--- src/rtl/nf10_axis_rr_arbiter.sv ---
// Packet-granular round-robin arbiter sharing one AXI4-Stream datapath among C_NUM_INPUTS slaves.
// Optional per-stream packet counters are enabled with `define NF10_AXIS_ARB_PKT_COUNT_EN.
module nf10_axis_rr_arbiter #(
  parameter int C_NUM_INPUTS       = 4,
  parameter int C_AXIS_DATA_WIDTH  = 64,
  parameter int C_AXIS_TUSER_WIDTH = 128
) (
  input  logic                                           axi_aclk,
  input  logic                                           axi_resetn,
  input  logic [C_NUM_INPUTS*C_AXIS_DATA_WIDTH-1:0]      s_axis_tdata,
  input  logic [C_NUM_INPUTS*(C_AXIS_DATA_WIDTH/8)-1:0]  s_axis_tstrb,
  input  logic [C_NUM_INPUTS*C_AXIS_TUSER_WIDTH-1:0]     s_axis_tuser,
  input  logic [C_NUM_INPUTS-1:0]                        s_axis_tvalid,
  output logic [C_NUM_INPUTS-1:0]                        s_axis_tready,
  input  logic [C_NUM_INPUTS-1:0]                        s_axis_tlast,
  output logic [C_AXIS_DATA_WIDTH-1:0]                   m_axis_tdata,
  output logic [C_AXIS_DATA_WIDTH/8-1:0]                 m_axis_tstrb,
  output logic [C_AXIS_TUSER_WIDTH-1:0]                  m_axis_tuser,
  output logic                                           m_axis_tvalid,
  input  logic                                           m_axis_tready,
  output logic                                           m_axis_tlast
`ifdef NF10_AXIS_ARB_PKT_COUNT_EN
  ,
  output logic [C_NUM_INPUTS*32-1:0]                     pkt_count
`endif
);

  localparam int SW = C_AXIS_DATA_WIDTH / 8;
  localparam int IW = $clog2(C_NUM_INPUTS);

  typedef enum logic {IDLE, GRANT} state_t;

  state_t          state_reg, state_next;
  logic [IW-1:0]   gnt_reg, gnt_next;
  logic [IW-1:0]   last_reg, last_next;
  logic [IW-1:0]   pick, cand;
  logic            hit;
  logic            pkt_end;

  logic [C_AXIS_DATA_WIDTH-1:0]  data_arr [C_NUM_INPUTS];
  logic [SW-1:0]                 strb_arr [C_NUM_INPUTS];
  logic [C_AXIS_TUSER_WIDTH-1:0] user_arr [C_NUM_INPUTS];

  for (genvar gi = 0; gi < C_NUM_INPUTS; gi++) begin : g_lane
    assign data_arr[gi]      = s_axis_tdata[gi*C_AXIS_DATA_WIDTH +: C_AXIS_DATA_WIDTH];
    assign strb_arr[gi]      = s_axis_tstrb[gi*SW +: SW];
    assign user_arr[gi]      = s_axis_tuser[gi*C_AXIS_TUSER_WIDTH +: C_AXIS_TUSER_WIDTH];
    assign s_axis_tready[gi] = (state_reg == GRANT) && (gnt_reg == IW'(gi)) && m_axis_tready;
  end

  // Rotating search: first valid stream starting just after the last one served.
  always_comb begin
    hit  = 1'b0;
    pick = '0;
    cand = '0;
    for (int k = 1; k <= C_NUM_INPUTS; k++) begin
      cand = IW'((int'(last_reg) + k) % C_NUM_INPUTS);
      if (!hit && s_axis_tvalid[cand]) begin
        hit  = 1'b1;
        pick = cand;
      end
    end
  end

  always_comb begin
    m_axis_tdata  = '0;
    m_axis_tstrb  = '0;
    m_axis_tuser  = '0;
    m_axis_tvalid = 1'b0;
    m_axis_tlast  = 1'b0;
    if (state_reg == GRANT) begin
      m_axis_tdata  = data_arr[gnt_reg];
      m_axis_tstrb  = strb_arr[gnt_reg];
      m_axis_tuser  = user_arr[gnt_reg];
      m_axis_tvalid = s_axis_tvalid[gnt_reg];
      m_axis_tlast  = s_axis_tlast[gnt_reg];
    end
  end

  assign pkt_end = m_axis_tvalid & m_axis_tready & m_axis_tlast;

  always_comb begin
    state_next = state_reg;
    gnt_next   = gnt_reg;
    last_next  = last_reg;
    case (state_reg)
      IDLE: begin
        if (hit) begin
          state_next = GRANT;
          gnt_next   = pick;
          last_next  = pick;
        end
      end
      GRANT: begin
        if (pkt_end) state_next = IDLE;
      end
      default: state_next = IDLE;
    endcase
  end

  always_ff @(posedge axi_aclk or negedge axi_resetn) begin
    if (!axi_resetn) begin
      state_reg <= IDLE;
      gnt_reg   <= '0;
      last_reg  <= IW'(C_NUM_INPUTS - 1);
    end else begin
      state_reg <= state_next;
      gnt_reg   <= gnt_next;
      last_reg  <= last_next;
    end
  end

`ifdef NF10_AXIS_ARB_PKT_COUNT_EN
  for (genvar gi = 0; gi < C_NUM_INPUTS; gi++) begin : g_cnt
    logic [31:0] cnt_reg;
    always_ff @(posedge axi_aclk or negedge axi_resetn) begin
      if (!axi_resetn) begin
        cnt_reg <= '0;
      end else if (pkt_end && (gnt_reg == IW'(gi))) begin
        cnt_reg <= cnt_reg + 32'd1;
      end
    end
    assign pkt_count[gi*32 +: 32] = cnt_reg;
  end
`endif

endmodule

--- config.mk ---
export PLATFORM = sky130hd
export DESIGN_NAME = nf10_axis_rr_arbiter
export DESIGN_NICKNAME = d
export VERILOG_FILES = /design/src/rtl/nf10_axis_rr_arbiter.sv
export SDC_FILE = /design/constraint.sdc
export NUM_CORES = 1
export LEC_CHECK = 0
export ABC_AREA = 1
export BUFFER_PORTS_ARGS = -buffer_cell sky130_fd_sc_hd__buf_2
export CORE_AREA = 5 5 398 400
export DETAILED_ROUTE_END_ITERATION = 7
export DIE_AREA = 0 0 403 405
export SLEW_MARGIN = 20
export SYNTH_ARGS = -nofsm -noshare
export SYNTH_HDL_FRONTEND = slang
export SYNTH_SLANG_ARGS = --single-unit
--- constraint.sdc ---
create_clock -name axi_aclk -period 3.1 [get_ports axi_aclk]
set_input_delay 0.155 -clock axi_aclk [delete_from_list [all_inputs] [get_ports axi_aclk]]
set_output_delay 0.155 -clock axi_aclk [all_outputs]
set_load 0.01 [all_outputs]
==> results of run 1 <==
[layout by cell type (no fill, tap or decap), drive strengths merged]
cell type    Yosys  layout
buf             84    1075
nand2          455     455
o2111ai          1       1
nor2             9       9
inv             17      17
nand3            8       8
clkbuf          27       4
nor3             2       2
a21boi           1       1
a21oi            1       1
a31oi          200     200
dfrtp            3       3
dlygate4sd3      0       1
diode            0      19
a22oi          200     200
nand4            2       2
dfstp            2       2
[final cells by class]
class                      instances  area (um^2)
antenna                           19         47.5
timing repair buffer            1076         5690
multi-input combinational        879         4650
clock buffer                       4         78.8
fill                           18500       142000
inverter                          17         86.3
tap                             2058         2570
sequential                         5          128
[per-stage QoR]
step           setup WS, ps  TNS, ps  hold slack, ps
2_1_floorplan          1600        0            -141
3_3_place_gp          -15.8    -15.8           -27.3
3_5_place_dp           89.7        0           -15.5
4_1_cts                27.1        0             260
5_1_grt               -1.41    -1.41             288
6_report               54.2        0             259
[per-layer routing]
metal	part of all wire	track usage
met5	0.0023	0
met4	0.028	0.0340
met3	0.13	0.0599
met2	0.47	0.202
met1	0.36	0.136
[repair_timing]
action                                 4_1_cts  5_1_grt
endpoints found under the hold margin        5        0
hold buffers                                 1        0
setup endpoints to repair                    5        3
gates resized for setup                      5        3
[logic make-up after synthesis]
logic type             synth area share
buffers and inverters             0.111
AND/OR/NAND/NOR                   0.342
AO/OA/AOI/OAI                     0.523
flip-flops                       0.0241
[worst max-delay path by stage]
stage                                  end  cells past startpoint                     from  slack [ps]
floorplan           gnt_reg[1]$_DFFE_PN0P_                     12  last_reg[0]$_DFFE_PN1P_        1600
global placement         m_axis_tuser[120]                      7   gnt_reg[0]$_DFFE_PN0P_         -20
detailed placement        m_axis_tuser[51]                      7   gnt_reg[0]$_DFFE_PN0P_          90
CTS                       m_axis_tuser[13]                      7   gnt_reg[0]$_DFFE_PN0P_          30
global route              m_axis_tuser[44]                      7   gnt_reg[0]$_DFFE_PN0P_          -1
finish                    m_axis_tuser[22]                      7   gnt_reg[0]$_DFFE_PN0P_          50
[power by group through the flow]
stage	clock (mW)	combinational (mW)	sequential, mW
5_1_grt	0.221	12.9	0.185
3_3_place_gp	0	12.3	0.176
3_5_place_dp	0	12.3	0.177
2_1_floorplan	0	5.09	0.135
4_1_cts	0.217	12.3	0.177
6_report	0.214	11.9	0.178
[worst max-delay path: stages (launching register included)]
cell and delay [ps]:
dfrtp_1 440, inv_1 180, nand2_1 210, inv_8 360, buf_12 300, nand2_1 140, a31oi_1 580, buf_2 340
==> flow_summary.ini, run 1 <==
[power]
leakagePower_nw = 5.89
clkPwrFrac = 0.017
power_mw = 12.3
pwr-share-seq = 0.014
switchingPower_mw = 8.34
powerDensity_mw_per_mm2 = 930
peakVddDrop_v = 0.000807
switching_share = 0.677
power.internal_mw = 3.99
combPwrFrac = 0.968

[drt]
wl_per_cell_um = 26.4
ant_nets = 0
first_iter_violations = 1240
route.detailed.drc = 0
dr.pass1.iters = 6
num_vias = 13200
routed_wl_um = 107000
viasPerCell = 3.25

[yosys]
syn_avg_cell_area_um2 = 5.24
syn_inst = 1012
yosys-top-cells-area = nand2_1, a22oi_1, a31oi_1
synthDistinctLibCells = 20
ys.flop_type = dfrtp_1
yosysTopAreaCell = nand2_1
synth-edff-count = 0
synth_top_area_frac = 0.322
synth-async-reset-ratio = 1.00
synth_common_cells = nand2_1, a22oi_1, a31oi_1
synth.net_count = 1823
ys_ff_latch = 5
yosys.cell_count.top_type = nand2_1
yosys_warnings = 0
ys_seq_area_frac = 0.0241
syn_area_mm2 = 0.00530

[clocking]
cts_root_buf = clkbuf_16
clkLatencyLatePin_ps = 230
cts.sinks = 5
htreeDepth = 1
cts_tree = yes
clk_pin_slew_worst_paths_ps = 30
postCtsSetupRepairBufs = 0
clk_path_buf_depth = 2
cts_made_buffers = 3

[hold_path]
min_from = m_axis_tready
holdPathStages = 4
hold_class = in -> reg
min_to = state_reg$_DFF_PN0_

[global_route]
overflow = 0
grt_max_degree = 104
antenna_found_initial = 71
grt_usage = 0.121
grt_pass1_vias = 12800
grt_pass1_wl_um = 131000

[finish]
area_growth_pct = 150
utilization = 0.0856
final_cells = 4058
layout.nets = 2793
drive_gt1_frac = 0.555
fin_area_mm2 = 0.0133

[floorplan]
start_util = 0.0342
die_x_um = 403
die_h_um = 405
coreArea_mm2 = 0.155
io_pins = 1017
rows = 145
die-area_mm2 = 0.163

[setup_path]
crit_path_end_kind = output port
cp_max_fo = 37
start_kind = flop
worstSetupPathType = reg -> out
r2r_cells = 8
r2r-end = state_reg$_DFF_PN0_
r2r_start = gnt_reg[1]$_DFFE_PN0P_
crit_required_ps = 2940
critPathArrivalTime_ps = 2890
rrSetupSlack_ps = 1130

[sta]
setup-violations-final = 0
max_freq_mhz = 328
report.final.slew_viol_count = 0
finClkSkew_ps = 2.01
max_slew.worst_pin.slew_ps = 864
slew_headroom = 0.424
finalHoldViolCount = 0
finalCritPeriodShare = 0.983
period_needed_ps = 3050

[outcome]
outcome = completed

[place]
dpl_cell_area_mm2 = 0.0131
placed_cells = 4034
dpl.hpwl_um = 96600
gp_congestion = 1.03
port_buffers = 1016

[run]
drv_cap = 0
Note: power is estimated with default switching activity, not from simulation.
==> run 2: changes to the inputs <==
--- a/config.mk
+++ b/config.mk
@@ -6,7 +6,7 @@
 export NUM_CORES = 1
 export LEC_CHECK = 0
 export ABC_AREA = 1
-export BUFFER_PORTS_ARGS = -buffer_cell sky130_fd_sc_hd__buf_2
+export BUFFER_PORTS_ARGS = -buffer_cell sky130_fd_sc_hd__clkbuf_2
 export CORE_AREA = 5 5 398 400
 export DETAILED_ROUTE_END_ITERATION = 7
 export DIE_AREA = 0 0 403 405
==> constraint.sdc (replaced) <==
create_clock -name axi_aclk -period 3.1 [get_ports axi_aclk]
set_input_delay 0.155 -clock axi_aclk [delete_from_list [all_inputs] [get_ports axi_aclk]]
set_output_delay 0.155 -clock axi_aclk [all_outputs]
set_load 0.05 [all_outputs]
==> run 2 against run 1 <==
Against the previous run: utilization up 0.28 points; global-route usage up 0.55 points; clock skew about the same; sequential power about the same; worst hold slack worse by 44 ps; first-iteration DRC count down 1.2%; setup slack better by 36 ps; register-to-register slack better by 180 ps; critical endpoint is now m_axis_tuser[31]; non-clock buffer count up 14; total power up 53%; sequential share of layout area about the same.
==> flow_summary.ini, run 2 (synthesis results as in run 1) <==
[sta]
period_needed_ps = 3010
setup_slack_ps = 90.1
report.final.slew_viol_count = 0
max_slew.worst_pin.slew_ps = 776
slew_headroom = 0.480
finalHoldViolCount = 0
finalCritPeriodShare = 0.971
finClkSkew_ps = 2.39
setup-violations-final = 0
rsz0062_at_grt = no
max_freq_mhz = 332

[place]
placed_cells = 4048
gp_congestion = 1.08
port_buffers = 1016
dp_slack_ps = -145
dpl.hpwl_um = 101000
dpl_cell_area_mm2 = 0.0133

[global_route]
overflow = 0
grt_max_degree = 73
grt_pass1_vias = 12900
grt_usage = 0.127
antenna_found_initial = 56
grt_pass1_wl_um = 136000

[power]
pwr-share-seq = 0.009
peakVddDrop_v = 0.000986
clkPwrFrac = 0.012
power_mw = 18.9
powerDensity_mw_per_mm2 = 1380
leakagePower_nw = 6.17
combPwrFrac = 0.979
switchingPower_mw = 14.4
switching_share = 0.762
power.internal_mw = 4.49

[finish]
n_fill_cell = 18400
area_growth_pct = 158
utilization = 0.0884
layout.nets = 2807
drive_gt1_frac = 0.566
final_cell_mix = clkbuf_2, nand2_1, a22oi_1, a31oi_1, buf_4
final_cells = 4060
final_common_cell = clkbuf_2
fin_area_mm2 = 0.0137

[drt]
num_vias = 13200
ant_nets = 0
route.detailed.drc = 0
first_iter_violations = 1225
wl_per_cell_um = 27.5
routed_wl_um = 111000
dr.pass1.iters = 5
viasPerCell = 3.24

[hold_path]
min_to = state_reg$_DFF_PN0_
holdPathStages = 4
hold_class = in -> reg
min_from = m_axis_tready

[floorplan]
io_pins = 1017
rows = 145
coreArea_mm2 = 0.155
die_h_um = 405
die_x_um = 403
die-area_mm2 = 0.163
start_util = 0.0342

[clocking]
htreeDepth = 1
clkLatencyLatePin_ps = 230
clk_path_buf_depth = 2
clk_pin_slew_worst_paths_ps = 40
postCtsSetupRepairBufs = 0
cts_tree = yes
cts_made_buffers = 3
cts_root_buf = clkbuf_16
cts.sinks = 5

[setup_path]
start_kind = flop
rrSetupSlack_ps = 1310
cp_max_fo = 47
r2r_start = gnt_reg[0]$_DFFE_PN0P_
cp_cell_sequence = inv_1, nand2_1, bufinv_16, buf_12, buf_12, nand2_1, a31oi_2, clkbuf_4
crit_slowest_cell = dfrtp_1
critPathArrivalTime_ps = 2850
worstSetupPathType = reg -> out
crit_path_end_kind = output port
r2r_cells = 9
crit_required_ps = 2940
r2r-end = state_reg$_DFF_PN0_
critical-path-max-stage-delay_ps = 440

[run]
drv_cap = 0

[outcome]
outcome = completed
## run 2: cell count changes in the layout (fill, tap and decap cells not counted), sizes merged
cell and delta:
clkbuf +994, buf -980, diode -12, bufinv +1
inv -1
## run 2: timing repair
action / 4_1_cts / 5_1_grt
setup endpoints to repair: 22 / 16
hold endpoints to repair: 5 / 0
resized for setup: 30 / 17
hold buffers: 1 / 0
## run 2: metal layers
| layer | vias up | track usage | wire length, um |
|---|---|---|---|
| met5 | - | 0 | 185 |
| met1 | 6353 | 0.154 | 44000 |
| met4 | 28 | 0.0250 | 2460 |
| li1 | 5713 | - | - |
| met2 | 921 | 0.216 | 53200 |
| met3 | 141 | 0.0451 | 11500 |
## run 2: per-stage QoR
stage	hold slack (ps)	TNS [ps]
2_1_floorplan	-141	0
3_3_place_gp	-21.6	-324
3_5_place_dp	-15.5	-516
4_1_cts	215	0
5_1_grt	255	0
6_report	215	0
## run 2: area by class of cell
class	count	area [um^2]	area share
Antenna cell	7	17.5	0.00128
Timing Repair Buffer	1090	5970	0.436
Multi-Input combinational cell	879	4820	0.352
Clock buffer	4	78.8	0.00575
Tap cell	2058	2570	0.188
Inverter	17	105	0.00767
Sequential cell	5	129	0.00941
## run 2: power groups by stage
stage	Combinational [mW]	Sequential, mW	Clock [mW]
3_3_place_gp	18.5	0.177	0
2_1_floorplan	10.6	0.135	0
3_5_place_dp	18.5	0.178	0
5_1_grt	19.4	0.188	0.225
6_report	18.5	0.178	0.219
4_1_cts	18.8	0.178	0.221
## run 2: worst max path at each step
stage                  endpoint  slack, ps                   start  cells after the start
2_1_floorplan  m_axis_tuser[10]       1010  gnt_reg[0]$_DFFE_PN0P_                      7
3_3_place_gp   m_axis_tuser[95]       -100  gnt_reg[0]$_DFFE_PN0P_                      8
3_5_place_dp   m_axis_tuser[95]       -150  gnt_reg[0]$_DFFE_PN0P_                      8
4_1_cts        m_axis_tuser[81]         10  gnt_reg[1]$_DFFE_PN0P_                      6
5_1_grt         m_axis_tuser[9]          1  gnt_reg[0]$_DFFE_PN0P_                      8
6_report       m_axis_tuser[31]         90  gnt_reg[0]$_DFFE_PN0P_                      8
## run 2: worst max-delay path, delay by kind of cell (launching register included)
kind	cells	cell delay, ps
compound gates	1	420
buf+inv	5	1400
flops	1	440
simple gates	2	270
